===== src/rtl/rand_matrix_packer_pkg.sv =====
// Shared definitions for the random-matrix packer: FSM state encoding,
// default dimensions and a helper for the index counter width.
package rand_matrix_pkg;

  localparam int N_DEF  = 4;
  localparam int VW_DEF = 2;
  localparam int CW_DEF = 16;
  localparam int ELEMS  = N_DEF * N_DEF;

  typedef enum logic [1:0] {
    FILL_A = 2'd0,
    FILL_B = 2'd1,
    HOLD   = 2'd2
  } pack_state_e;

  // Width of an index covering e elements; never narrower than one bit.
  function automatic int idx_width(input int e);
    if (e > 1) begin
      return $clog2(e);
    end else begin
      return 1;
    end
  endfunction

endpackage


===== src/rtl/rand_matrix_packer_if.sv =====
// Sample-in / matrix-pair-out port bundle of the random-matrix packer.
// master: the packer itself. slave: the quantiser/multiplier side.
interface rand_matrix_packer_if #(
  parameter int N  = 4,
  parameter int VW = 2,
  parameter int CW = 16
);

  logic                  in_valid;
  logic [VW-1:0]         in_value;
  logic                  in_ready;
  logic                  out_valid;
  logic                  out_ready;
  logic [N*N*VW-1:0]     out_mat_a;
  logic [N*N*VW-1:0]     out_mat_b;
  logic [CW-1:0]         out_count;
  logic [4*CW-1:0]       hist;

  modport master (
    input  in_valid, in_value, out_ready,
    output in_ready, out_valid, out_mat_a, out_mat_b, out_count, hist
  );

  modport slave (
    output in_valid, in_value, out_ready,
    input  in_ready, out_valid, out_mat_a, out_mat_b, out_count, hist
  );

endinterface


===== src/rtl/rand_matrix_packer_hist.sv =====
// Four saturating per-value sample counters (values 0..3) used as a
// distribution check of the upstream quantiser. Cleared only by reset.
module rand_matrix_hist #(
  parameter int VW = 2,
  parameter int CW = 16
) (
  input  logic          clock,
  input  logic          reset,
  input  logic          accept,
  input  logic [VW-1:0] value,
  output logic [4*CW-1:0] hist
);

  localparam logic [CW-1:0] CNT_MAX = {CW{1'b1}};

  logic [CW-1:0] cnt_r [4];

  for (genvar v = 0; v < 4; v++) begin : g_cnt
    // Count accepts carrying value v, holding at the maximum count.
    always_ff @(posedge clock or posedge reset) begin
      if (reset) begin
        cnt_r[v] <= {CW{1'b0}};
      end else if (accept && (value == VW'(v)) && (cnt_r[v] != CNT_MAX)) begin
        cnt_r[v] <= cnt_r[v] + CW'(1'b1);
      end else begin
        cnt_r[v] <= cnt_r[v];
      end
    end

    assign hist[v*CW +: CW] = cnt_r[v];
  end

endmodule


===== src/rtl/rand_matrix_packer.sv =====
// Random-matrix packer: packs accepted 2-bit samples row-major into
// operand matrices A then B and offers the pair to the multiplier,
// holding it stable until accepted. Samples arriving while the pair is
// held are dropped (upstream free-runs).
// Optional: RAND_MATRIX_PACKER_HIST_EN enables per-value sample counters
// on hist; otherwise hist is tied to zero.
module rand_matrix_packer
  import rand_matrix_pkg::*;
#(
  parameter int N  = N_DEF,
  parameter int VW = VW_DEF,
  parameter int CW = CW_DEF
) (
  input logic clock,
  input logic reset,
  rand_matrix_packer_if.master bus
);

  localparam int NE = N * N;
  localparam int IW = idx_width(NE);
  localparam int MW = NE * VW;

  pack_state_e    state_r;
  pack_state_e    state_next_s;
  logic [IW-1:0]  idx_r;
  logic [IW-1:0]  idx_next_s;
  logic           in_ready_r;
  logic           out_valid_r;
  logic [CW-1:0]  out_count_r;
  logic [MW-1:0]  mat_a_r;
  logic [MW-1:0]  mat_b_r;
  logic           accept_s;
  logic           last_s;
  logic           handshake_s;

  // in_ready_r is a registered copy of (state != HOLD), so it can gate accepts.
  assign accept_s = bus.in_valid & in_ready_r;
  assign last_s   = (idx_r == IW'(NE - 1));

  // Next-state and index update for the fill/hold sequence.
  always_comb begin
    state_next_s = state_r;
    idx_next_s   = idx_r;
    handshake_s  = 1'b0;
    case (state_r)
      FILL_A: begin
        if (accept_s) begin
          if (last_s) begin
            idx_next_s   = {IW{1'b0}};
            state_next_s = FILL_B;
          end else begin
            idx_next_s = idx_r + IW'(1'b1);
          end
        end else begin
          idx_next_s = idx_r;
        end
      end
      FILL_B: begin
        if (accept_s) begin
          if (last_s) begin
            idx_next_s   = {IW{1'b0}};
            state_next_s = HOLD;
          end else begin
            idx_next_s = idx_r + IW'(1'b1);
          end
        end else begin
          idx_next_s = idx_r;
        end
      end
      HOLD: begin
        if (bus.out_ready) begin
          handshake_s  = 1'b1;
          state_next_s = FILL_A;
          idx_next_s   = {IW{1'b0}};
        end else begin
          state_next_s = HOLD;
        end
      end
      default: begin
        state_next_s = FILL_A;
        idx_next_s   = {IW{1'b0}};
      end
    endcase
  end

  // State, index, handshake flags and pair counter registers.
  always_ff @(posedge clock or posedge reset) begin
    if (reset) begin
      state_r     <= FILL_A;
      idx_r       <= {IW{1'b0}};
      in_ready_r  <= 1'b1;
      out_valid_r <= 1'b0;
      out_count_r <= {CW{1'b0}};
    end else begin
      state_r     <= state_next_s;
      idx_r       <= idx_next_s;
      in_ready_r  <= (state_next_s != HOLD);
      out_valid_r <= (state_next_s == HOLD);
      if (handshake_s) begin
        out_count_r <= out_count_r + CW'(1'b1);
      end else begin
        out_count_r <= out_count_r;
      end
    end
  end

  // Matrix storage: each accept overwrites exactly one element; old pair
  // contents persist until replaced element by element.
  always_ff @(posedge clock or posedge reset) begin
    if (reset) begin
      mat_a_r <= {MW{1'b0}};
      mat_b_r <= {MW{1'b0}};
    end else if (accept_s && (state_r == FILL_A)) begin
      mat_a_r[idx_r*VW +: VW] <= bus.in_value;
    end else if (accept_s && (state_r == FILL_B)) begin
      mat_b_r[idx_r*VW +: VW] <= bus.in_value;
    end else begin
      mat_a_r <= mat_a_r;
      mat_b_r <= mat_b_r;
    end
  end

  assign bus.in_ready  = in_ready_r;
  assign bus.out_valid = out_valid_r;
  assign bus.out_count = out_count_r;
  assign bus.out_mat_a = mat_a_r;
  assign bus.out_mat_b = mat_b_r;

`ifdef RAND_MATRIX_PACKER_HIST_EN
  rand_matrix_hist #(
    .VW (VW),
    .CW (CW)
  ) u_hist (
    .clock  (clock),
    .reset  (reset),
    .accept (accept_s),
    .value  (bus.in_value),
    .hist   (bus.hist)
  );
`else
  assign bus.hist = {(4*CW){1'b0}};
`endif

endmodule

===== src/flat_wrapper.sv =====
// flat-port wrapper written by rule: the top's interface ports become plain ports
module rand_matrix_packer_flat import rand_matrix_pkg::*;
#(
  parameter int N  = N_DEF,
  parameter int VW = VW_DEF,
  parameter int CW = CW_DEF
)
  (clock, reset, bus_in_valid, bus_in_value, bus_out_ready, bus_in_ready, bus_out_valid, bus_out_mat_a, bus_out_mat_b, bus_out_count, bus_hist);
  rand_matrix_packer_if #(.N(N), .VW(VW), .CW(CW)) bus_i ();
  input logic clock;
  input logic reset;
  input wire logic [$bits(bus_i.in_valid)-1:0] bus_in_valid;
  input wire logic [$bits(bus_i.in_value)-1:0] bus_in_value;
  input wire logic [$bits(bus_i.out_ready)-1:0] bus_out_ready;
  output wire logic [$bits(bus_i.in_ready)-1:0] bus_in_ready;
  output wire logic [$bits(bus_i.out_valid)-1:0] bus_out_valid;
  output wire logic [$bits(bus_i.out_mat_a)-1:0] bus_out_mat_a;
  output wire logic [$bits(bus_i.out_mat_b)-1:0] bus_out_mat_b;
  output wire logic [$bits(bus_i.out_count)-1:0] bus_out_count;
  output wire logic [$bits(bus_i.hist)-1:0] bus_hist;
  assign bus_i.in_valid = bus_in_valid;
  assign bus_i.in_value = bus_in_value;
  assign bus_i.out_ready = bus_out_ready;
  assign bus_in_ready = bus_i.in_ready;
  assign bus_out_valid = bus_i.out_valid;
  assign bus_out_mat_a = bus_i.out_mat_a;
  assign bus_out_mat_b = bus_i.out_mat_b;
  assign bus_out_count = bus_i.out_count;
  assign bus_hist = bus_i.hist;
  rand_matrix_packer #(.N(N), .VW(VW), .CW(CW)) u_core (.clock(clock), .reset(reset), .bus(bus_i));
endmodule

===== config.mk =====
export PLATFORM = sky130hd
export DESIGN_NAME = rand_matrix_packer_flat
export DESIGN_NICKNAME = d
export VERILOG_FILES = /design/src/rtl/rand_matrix_packer_pkg.sv /design/src/rtl/rand_matrix_packer_if.sv /design/src/rtl/rand_matrix_packer_hist.sv /design/src/rtl/rand_matrix_packer.sv /design/src/flat_wrapper.sv
export SDC_FILE = /design/constraint.sdc
export NUM_CORES = 1
export LEC_CHECK = 0
export BUFFER_PORTS_ARGS = -buffer_cell sky130_fd_sc_hd__buf_2
export CELL_PAD_IN_SITES_DETAIL_PLACEMENT = 1
export CELL_PAD_IN_SITES_GLOBAL_PLACEMENT = 2
export CORE_MARGIN = 4
export CORE_UTILIZATION = 31
export CTS_BUF_LIST = sky130_fd_sc_hd__clkbuf_2
export CTS_CLUSTER_DIAMETER = 80
export CTS_CLUSTER_SIZE = 24
export DETAILED_ROUTE_END_ITERATION = 10
export HOLD_SLACK_MARGIN = 0.1
export PLACE_DENSITY_LB_ADDON = 0.1
export SLEW_MARGIN = 20
export SYNTH_ARGS = -nofsm -noshare
export SYNTH_HDL_FRONTEND = slang
export SYNTH_HIERARCHICAL = 1
export SYNTH_SLANG_ARGS = --single-unit

===== constraint.sdc =====
create_clock -name clock -period 4.1 [get_ports clock]
set_clock_uncertainty 0.05 [all_clocks]
set_input_delay 0.205 -clock clock [delete_from_list [all_inputs] [get_ports clock]]
set_output_delay 0.205 -clock clock [all_outputs]
set_load 0.02 [all_outputs]

==> metrics.cfg <==
[setup_path]
worstPathMaxFanout=16
cp-start-kind=register
cp.arrival_ns=3.03
endpoint_kind=register
required_ns=4.54
critPathKind=register to register

[sta]
maxSlewViolCount=0
rsz0062_at_grt=false
setup_tns_ns=0
holdWs_ns=0.1732
worst_pin_slew_ns=0.7837
period_minus_slack_ns=2.584
hold_viol_final=0
setup_viol=0
fin_ws_ns=1.516
maxSlewHeadroom_pct=47.35
finalCritPeriodShare_pct=63.02
max_freq_ghz=0.3870

[pwr]
p_leak_nw=2.719
peakVddDrop_uv=194.4
power.density_nw_per_um2=533.0

[logic_synthesis]
synth_cells=372
async_flop_share_pct=100.0
yosys.area_share.simple_pct=14.08
synth_compound_area_share_pct=2.416
syn_area_sq_um=4506
synth_top_family_by_area=multiplexers
muxShareOfSynthArea_pct=16.25
syn_area_per_cell_sq_um=12.11
synthXorXnorAreaFrac_pct=3.693
synth_common_cells=dfrtp_1 (87), buf_4 (67), mux2_2 (58)
ys_ff_latch=88
synth_edf_count=0
ys.flop_type=dfrtp_1
synth_adder_area_share_pct=1.666
synth_seq_area_share_pct=48.90
synth_top_area_share_pct=48.32
yosysTopAreaCell=dfrtp_1
ys_types=44
ys_top_cells_by_area=dfrtp_1 (48%), mux2_2 (14%), buf_4 (11%)
yosysWarnings=6
synthMostInstantiatedCell=dfrtp_1

[cells_and_area]
insertedDiodeCount=0
layout-drive-gt1-share_pct=39.45
num-nets-final=476
area_delta_synth_final_pct=11.02

[min_path]
hold_path_class=input pin to async pin

[detailed_routing]
routedWlPerCell_um=16.37
vias=2894
antenna_left=0
remaining_drc_errors=0
via_per_inst=4.459
first_pass_iters=4
routed_wirelength_mm=10.62
drt_iter0_markers=73

[clock_network]
htree_levels=3
cts.sinks=88
cts_resized=0
numCtsBuffers=9
cts_tree=yes
cts_setup_buffers=0
clock_latency_ns=0.57
cts_buffer_depth=2
clk_pin_slew_ns=0.24
ctsRootBufferMaster=clkbuf_2

[grt]
grt_pass1_vias=3008
grt_max_degree=48
overflow=0
grt_pass1_wl_mm=16.66
grt_antenna_before_repair=0
grt_usage_pct=12.96

[run]
cap_violations=0

[place]
place_congestion=0.7242
port_buffers=87
pre_cts_ws_ns=1.484
dp_hpwl_mm=8.010

[floorplanning]
rows=43
core_sq_um=14040
dieHeight_um=128.6
die-area_sq_um=16530
io_pins=152
start_util_pct=32.09
die_x_um=128.6

[run_status]
status=finished, final reports clean

## where the power goes
group          internal, W  switching (W)
registers          0.00103       0.000148
logic             0.000363       0.000736
clock network    0.0000781       0.000311
## cell families (layout without fill, tap and decap cells)
| kind of cell | after synthesis | in the layout |
|---|---|---|
| simple gates | 98 | 98 |
| flops | 88 | 88 |
| buf+inv | 82 | 116 |
| mux | 65 | 65 |
| xor+xnor | 19 | 19 |
| compound gates | 13 | 13 |
| fa+ha+maj | 6 | 6 |
| other cells | 1 | 64 |
## per-layer routing
layer  routed length (um)  track usage [%]  vias to the layer above
met2                 4941            19.58                       86
met4                  174            5.188                        0
met3                  724            3.445                       11
li1                     -                -                     1344
met1                 4780            17.72                     1453
met5                    0                0                        -
## worst max-delay path, cell delays in order, from the launching register on
cell	delay [ns]
dfrtp_1	0.71
inv_1	0.09
ha_1	0.31
xnor2_1	0.51
buf_4	0.28
and3_1	0.21
mux2_2	0.34
## stage by stage
stage	total power (W)	utilization (%)	cell area (sq um)	instances
2_1_floorplan	0.002021	-	4742	435
5_1_grt	0.002866	35.62	5002	649
4_1_cts	0.002728	35.62	5002	649
3_3_place_gp	0.002301	34.61	4860	628
6_report	0.002666	35.62	5002	649
3_5_place_dp	0.002316	34.61	4860	628
## final timing paths
path                                                      startpoint                                   end  slack [ns]  cells past startpoint
worst max-delay path                     u_core/idx_r[0]$_DFFE_PP0P_   u_core/bus.out_mat_a[2]$_DFFE_PP0P_        1.52                      6
worst min-delay path                                           reset  u_core/bus.out_mat_b[14]$_DFFE_PP0P_        0.17                      3
worst max register to register           u_core/idx_r[0]$_DFFE_PP0P_   u_core/bus.out_mat_a[2]$_DFFE_PP0P_        1.52                      6
worst min register to register  u_core/bus.out_count[15]$_DFFE_PP0P_  u_core/bus.out_count[15]$_DFFE_PP0P_        0.44                      1
max in group asynchronous                                      reset  u_core/bus.out_mat_a[24]$_DFFE_PP0P_        2.74                      4
min in group clock              u_core/bus.out_count[15]$_DFFE_PP0P_  u_core/bus.out_count[15]$_DFFE_PP0P_        0.44                      1
## timing repair
item | 4_1_cts | 5_1_grt
endpoints found under the setup margin | 0 | 0
endpoints found under the hold margin | 56 | 0
hold buffers | 5 | 0
## state kept, by name, summed over array words and instances (netlist names)
register	cells
u_core/bus.in_ready	1
u_core/bus.out_mat_b	32
u_core/state_r	2
u_core/bus.out_mat_a	32
u_core/bus.out_valid	1
u_core/idx_r	4
u_core/bus.out_count	16
## cell usage in the layout (no fill, tap or decap), types with 3 or more instances in the layout
cell,n
buf_2,87
dfrtp_1,87
conb_1,64
mux2_2,58
nand3_1,17
nand2_1,16
xnor2_1,14
and3_1,14
nor2_1,10
clkbuf_2,9
nand4_1,8
mux2_1,7
nand3_2,6
ha_1,6
dlygate4sd3_1,5
inv_1,5
xor2_1,5
o21ai_0,4
nor3_1,4
clkinvlp_4,3
and2_1,3
## final cells by class
class	count	area [sq um]
clock inverter	7	47.55
clock buffer	9	45.04
tap	180	225.2
sequential	88	2203
multi-input combinational	265	1957
fill	1588	9040
inverter	6	23.77
timing repair buffer	94	500.5
No activity file was read; power rests on OpenSTA's default activity.
